--- config.mk ---
export PLATFORM = sky130hd
export DESIGN_NAME = tm1638_responder
export DESIGN_NICKNAME = d
export VERILOG_FILES = /design/src/rtl/tm1638_responder.sv
export SDC_FILE = /design/constraint.sdc
export NUM_CORES = 1
export LEC_CHECK = 0
export ABC_AREA = 1
export BUFFER_PORTS_ARGS = -buffer_cell sky130_fd_sc_hd__buf_2
export CAP_MARGIN = 20
export CORE_ASPECT_RATIO = 1.75
export CORE_MARGIN = 3
export CORE_UTILIZATION = 60
export DETAILED_ROUTE_END_ITERATION = 10
export GPL_TIMING_DRIVEN = 0
export PLACE_DENSITY = 0.8
export SKIP_LAST_GASP = 1
export SLEW_MARGIN = 10
export SYNTH_ARGS = -nofsm -noshare
export SYNTH_HDL_FRONTEND = slang
export SYNTH_SLANG_ARGS = --single-unit
--- constraint.sdc ---
create_clock -name i_Clk -period 5 [get_ports i_Clk]
set_input_delay 1.5 -clock i_Clk [delete_from_list [all_inputs] [get_ports i_Clk]]
set_output_delay 1.5 -clock i_Clk [all_outputs]
set_load 0.02 [all_outputs]
--- src/rtl/tm1638_responder.sv ---
// rtl/tm1638_responder.sv - TM1638 device-side responder: serial decode, 16x8 display RAM, key read
// Key-read path is built only when TM1638_RESP_KEY_READ_EN is defined.
module tm1638_responder #(
    parameter int SYNC_STAGES = 2
) (
    input  logic        i_Clk,
    input  logic        i_Rst_n,
    input  logic        i_SPI_Stb,
    input  logic        i_SPI_Clk,
    input  logic        i_SPI_Dio,
    output logic        o_SPI_Dio,
    output logic        o_SPI_Dio_Oe,
    input  logic [31:0] i_Keys,
    input  logic [3:0]  i_Ram_Addr,
    output logic [7:0]  o_Ram_Data,
    output logic        o_Wr_Valid,
    output logic [3:0]  o_Wr_Addr,
    output logic [7:0]  o_Wr_Data,
    output logic        o_Display_On,
    output logic [2:0]  o_Brightness,
    output logic        o_Cmd_Error
);
    typedef enum logic [1:0] {S_CMD, S_WRITE, S_IGNORE, S_READ} frame_state_t;

    logic [SYNC_STAGES-1:0] stb_sync, clk_sync, dio_sync;
    logic       stb_s, clk_s, dio_s;
    logic       stb_prev, clk_prev;
    logic       clk_rise, clk_fall, stb_fall, frame_on;
    logic       active;
    frame_state_t state;
    logic [2:0] bit_cnt;
    logic [7:0] shift_q;
    logic [7:0] byte_in;
    logic       fixed_mode;
    logic [3:0] addr;
    logic [7:0] ram [16];
`ifdef TM1638_RESP_KEY_READ_EN
    logic [31:0] snap;
`else
    logic unused_keys;
    assign unused_keys  = ^i_Keys;
    assign o_SPI_Dio    = 1'b0;
    assign o_SPI_Dio_Oe = 1'b0;
`endif

    assign stb_s    = stb_sync[SYNC_STAGES-1];
    assign clk_s    = clk_sync[SYNC_STAGES-1];
    assign dio_s    = dio_sync[SYNC_STAGES-1];
    assign clk_rise = clk_s & ~clk_prev;
    assign clk_fall = ~clk_s & clk_prev;
    assign stb_fall = ~stb_s & stb_prev;
    // A frame only counts once a genuine STB fall has been seen since reset.
    assign frame_on = active | stb_fall;
    assign byte_in  = {dio_s, shift_q[7:1]};
    assign o_Ram_Data = ram[i_Ram_Addr];

    always_ff @(posedge i_Clk or negedge i_Rst_n) begin
        if (!i_Rst_n) begin
            stb_sync <= '0;
            clk_sync <= '1;
            dio_sync <= '0;
            stb_prev <= 1'b0;
            clk_prev <= 1'b1;
        end else begin
            stb_sync <= {stb_sync[SYNC_STAGES-2:0], i_SPI_Stb};
            clk_sync <= {clk_sync[SYNC_STAGES-2:0], i_SPI_Clk};
            dio_sync <= {dio_sync[SYNC_STAGES-2:0], i_SPI_Dio};
            stb_prev <= stb_s;
            clk_prev <= clk_s;
        end
    end

    always_ff @(posedge i_Clk or negedge i_Rst_n) begin
        if (!i_Rst_n) begin
            active       <= 1'b0;
            state        <= S_CMD;
            bit_cnt      <= 3'd0;
            shift_q      <= 8'h00;
            fixed_mode   <= 1'b0;
            addr         <= 4'd0;
            o_Wr_Valid   <= 1'b0;
            o_Wr_Addr    <= 4'd0;
            o_Wr_Data    <= 8'h00;
            o_Display_On <= 1'b0;
            o_Brightness <= 3'd0;
            o_Cmd_Error  <= 1'b0;
            for (int i = 0; i < 16; i++) ram[i] <= 8'h00;
`ifdef TM1638_RESP_KEY_READ_EN
            snap         <= 32'h0;
            o_SPI_Dio    <= 1'b0;
            o_SPI_Dio_Oe <= 1'b0;
`endif
        end else begin
            o_Wr_Valid  <= 1'b0;
            o_Cmd_Error <= 1'b0;
            if (stb_s) begin
                active  <= 1'b0;
                state   <= S_CMD;
                bit_cnt <= 3'd0;
                shift_q <= 8'h00;
`ifdef TM1638_RESP_KEY_READ_EN
                o_SPI_Dio    <= 1'b0;
                o_SPI_Dio_Oe <= 1'b0;
`endif
            end else begin
                if (stb_fall) active <= 1'b1;
                if (frame_on && clk_rise) begin
                    shift_q <= byte_in;
                    bit_cnt <= bit_cnt + 3'd1;
                    if (bit_cnt == 3'd7) begin
                        case (state)
                            S_CMD: begin
                                case (byte_in[7:6])
                                    2'b01: begin
                                        fixed_mode <= byte_in[2];
                                        state      <= S_IGNORE;
`ifdef TM1638_RESP_KEY_READ_EN
                                        if (byte_in[1]) begin
                                            state        <= S_READ;
                                            snap         <= i_Keys;
                                            o_SPI_Dio_Oe <= 1'b1;
                                        end
`endif
                                    end
                                    2'b11: begin
                                        addr  <= byte_in[3:0];
                                        state <= S_WRITE;
                                    end
                                    2'b10: begin
                                        o_Display_On <= byte_in[3];
                                        o_Brightness <= byte_in[2:0];
                                        state        <= S_IGNORE;
                                    end
                                    default: begin
                                        o_Cmd_Error <= 1'b1;
                                        state       <= S_IGNORE;
                                    end
                                endcase
                            end
                            S_WRITE: begin
                                ram[addr]  <= byte_in;
                                o_Wr_Valid <= 1'b1;
                                o_Wr_Addr  <= addr;
                                o_Wr_Data  <= byte_in;
                                if (!fixed_mode) addr <= addr + 4'd1;
                            end
                            default: ;
                        endcase
                    end
                end
`ifdef TM1638_RESP_KEY_READ_EN
                // Zero-filling shift leaves DIO low once all 32 key bits are out.
                if (frame_on && clk_fall && state == S_READ) begin
                    o_SPI_Dio <= snap[0];
                    snap      <= {1'b0, snap[31:1]};
                end
`endif
            end
        end
    end
endmodule

==> summary.txt <==
CTS
  – Hold-fix buffers at CTS: 0
  – CTS buffer count: 17
  – Worst-Skew Late Latency: 0.43 ns
  – Post_cts resized: 0
  – CTS H-tree depth: 4
  – Clk buf depth: 2
  – Clk sinks: 172
  – Post-CTS setup buffer count: 0
  – Worst-path clk slew: 0.07 ns
  – Root Driver: clkbuf_16
  – TritonCTS clock tree: yes

Global route
  – Vias in the first global route: 7683
  – Largest net degree at the start of global routing: 108
  – Grt ovf: 0
  – Initial antenna violation count: 0
  – GRT Util Overall: 33.1%
  – First-pass GRT wire length: 39500 µm

Die
  – Die area: 15800 µm²
  – # IOs: 69
  – Core ar.: 13900 µm²
  – Site Rows: 57
  – Chip Height: 164 µm
  – Starting Density: 61.6%
  – DIE WIDTH: 96.3 µm

Synthesis
  – Synth area leader: dfrtp_1
  – Synth warn: 0
  – Dominant synthesized flop cell: dfrtp_1
  – Top cells by area, synth: dfrtp_1 (49%), nand2_1 (21%), nand3_1 (14%)
  – Library cells used by synthesis: 24
  – Yosys top cell area share: 49.3%
  – #FFs+latches synth: 172
  – Asr flop ratio synth: 100%
  – Sequential area share after synthesis: 50.3%
  – Syn Std Cell Area: 8570 µm²
  – Post-synth EDFFs: 0
  – Count leader, synth: nand2_1
  – Commonest cells in the synthesized netlist: nand2_1 (490), nand3_1 (232), dfrtp_1 (169), inv_1 (123), clkbuf_1 (33)
  – Cells after synthesis: 1160
  – Syn Area/Cell: 7.39 µm²

Routing
  – Drt drc: 0
  – Met3 wire length: 1460 µm
  – Vias per inst: 5.65
  – First DRT Iteration DRCs: 739
  – Drt wl/cell: 17.3 µm
  – Met2 routed WL: 12000 µm
  – Via count: 7919
  – Max layer used: met4
  – Initial DRT Pass Iterations: 5
  – Routed WL: 24300 µm
  – Met1 Wirelength: 8660 µm
  – Number of nets with antenna violations after routing: 0

Place
  – Hpwl dp: 17000 µm
  – PortBufs: 31
  – Post-place setup slack: 0.440 ns
  – RD Place Congestion: 0.997

Critical path
  – CP Class: input pin to output pin
  – CP Capture Type: output pin
  – Worst-path fanout max: 10
  – WP data arrival: 3.15 ns
  – Crit path required time: 3.50 ns
  – Crit path launch type: input pin

Worst hold path
  – Worst hold path class: flip-flop to flip-flop

Timing
  – Final Hold Vio Count: 0
  – Max-slew violations: 0
  – Achievable frequency: 0.215 GHz
  – WHS: 0.351 ns
  – Setup TNS: 0 ns
  – Final worst-path cycle share: 93.0%
  – RSZ-0062 raised after global routing: no
  – Clk_skew: 0.00953 ns
  – Worst-margin pin slew: 0.802 ns
  – Period minus WS final: 4.65 ns
  – Count of final setup violators: 0
  – Max_slew headroom: 46.5%
  – Setup WS post-layout: 0.351 ns

Finish
  – Layout cells sized above 1: 8.98%
  – Area grow syn2layout: 11.9%
  – Multi-input logic area: 3510 µm²
  – Ant. Diodes: 0
  – Register area: 4310 µm²
  – Final #Nets: 1259
  – Fill count: 1220

Pwr
  – LEAKAGE: 5.35 nW
  – VDD IR-drop max: 221 µV
  – Power Density: 303 nW/µm²

Flow run
  – Max-cap violations: 0

Outcome
  – Status: finished, final reports clean
==> layout make-up <==
| class | count | share of cell area [%] |
|---|---|---|
| plain buffers | 60 | 2.96 |
| clock buffers | 17 | 4.44 |
| clock inverters | 15 | 1.80 |
| inverters | 127 | 4.97 |
| multi-input cells | 802 | 36.6 |
| flip-flops and latches | 172 | 44.9 |
| well taps | 177 | 2.31 |
| repair buffers | 32 | 2.01 |
==> metrics by stage <==
step           util [%]  area (µm²)  total power [mW]  cells
2_1_floorplan         -        8570              1.51   1161
3_3_place_gp       64.4        8950              1.58   1369
3_5_place_dp       64.6        8990              1.59   1370
4_1_cts            68.9        9590              2.91   1402
5_1_grt            68.9        9590              2.99   1402
6_report           68.9        9590              2.91   1402
==> worst paths after layout <==
check | cells after the start | start | end | slack, ns
setup reg to reg | 7 | addr[0] | ram[63] | 2.87
setup / recovery | 7 | i_Ram_Addr[1] | o_Ram_Data[6] | 0.35
max in group asynchronous | 2 | i_Rst_n | ram[126] | 3.07
min in group asynchronous | 1 | i_Rst_n | ram[42] | 1.01
hold reg to reg | 0 | dio_sync[0] | dio_sync[1] | 0.35
hold / removal | 0 | dio_sync[0] | dio_sync[1] | 0.35
==> power breakdown <==
part	total (mW)	switching (mW)	internal, mW	leakage [nW]
clock	1.35	0.631	0.715	0.287
combinational	0.164	0.125	0.0391	2.68
sequential	1.40	0.00292	1.40	2.38
==> critical path, cell delays in order <==
cell and delay [ns]:
clkbuf_1 0.25, clkbuf_1 0.55, nand3_1 0.30, nand3_1 0.18, nand3_1 0.10, nand2_1 0.11
buf_2 0.17
==> registers in the layout (all words and copies together) (netlist names), 2 cells and up <==
register      flops
ram             128
state             2
shift_q           7
o_Wr_Data         8
stb_sync          2
o_Wr_Addr         4
bit_cnt           3
o_Brightness      3
dio_sync          2
addr              4
clk_sync          2
==> cells in the final DEF, fill, tap and decap left out, types with 3 or more instances in the layout <==
master       n
buf_1        6
buf_2       41
buf_4        9
clkbuf_1    33
clkbuf_16   17
dfrtp_1    169
dfstp_2      3
ha_1         6
inv_1      123
inv_2        3
inv_6        6
inv_8        3
nand2_1    490
nand2_4     10
nand3_1    232
nor2_1      23
nor2_2       6
o21ai_0     15
o21ai_1      4
o22ai_1      8
==> cell families (layout without fill, tap and decap cells) <==
| logic type | after synthesis | in the layout | synth area share, % |
|---|---|---|---|
| AND/OR/NAND/NOR | 767 | 767 | 38.2 |
| buffers and inverters | 187 | 251 | 8.88 |
| flip-flops | 172 | 172 | 50.3 |
| adder cells (fa/ha/maj) | 6 | 6 | 0.876 |
| other | 1 | 2 | 0.0438 |
| AO/OA/AOI/OAI | 27 | 27 | 1.69 |
==> layer usage <==
layer | vias to the layer above | global-route usage (%)
li1 | 3716 | -
met1 | 3667 | 37.9
met2 | 391 | 53.9
met3 | 145 | 5.27
met4 | 0 | 26.1
met5 | - | 0
(Power assumes the default switching activity.)
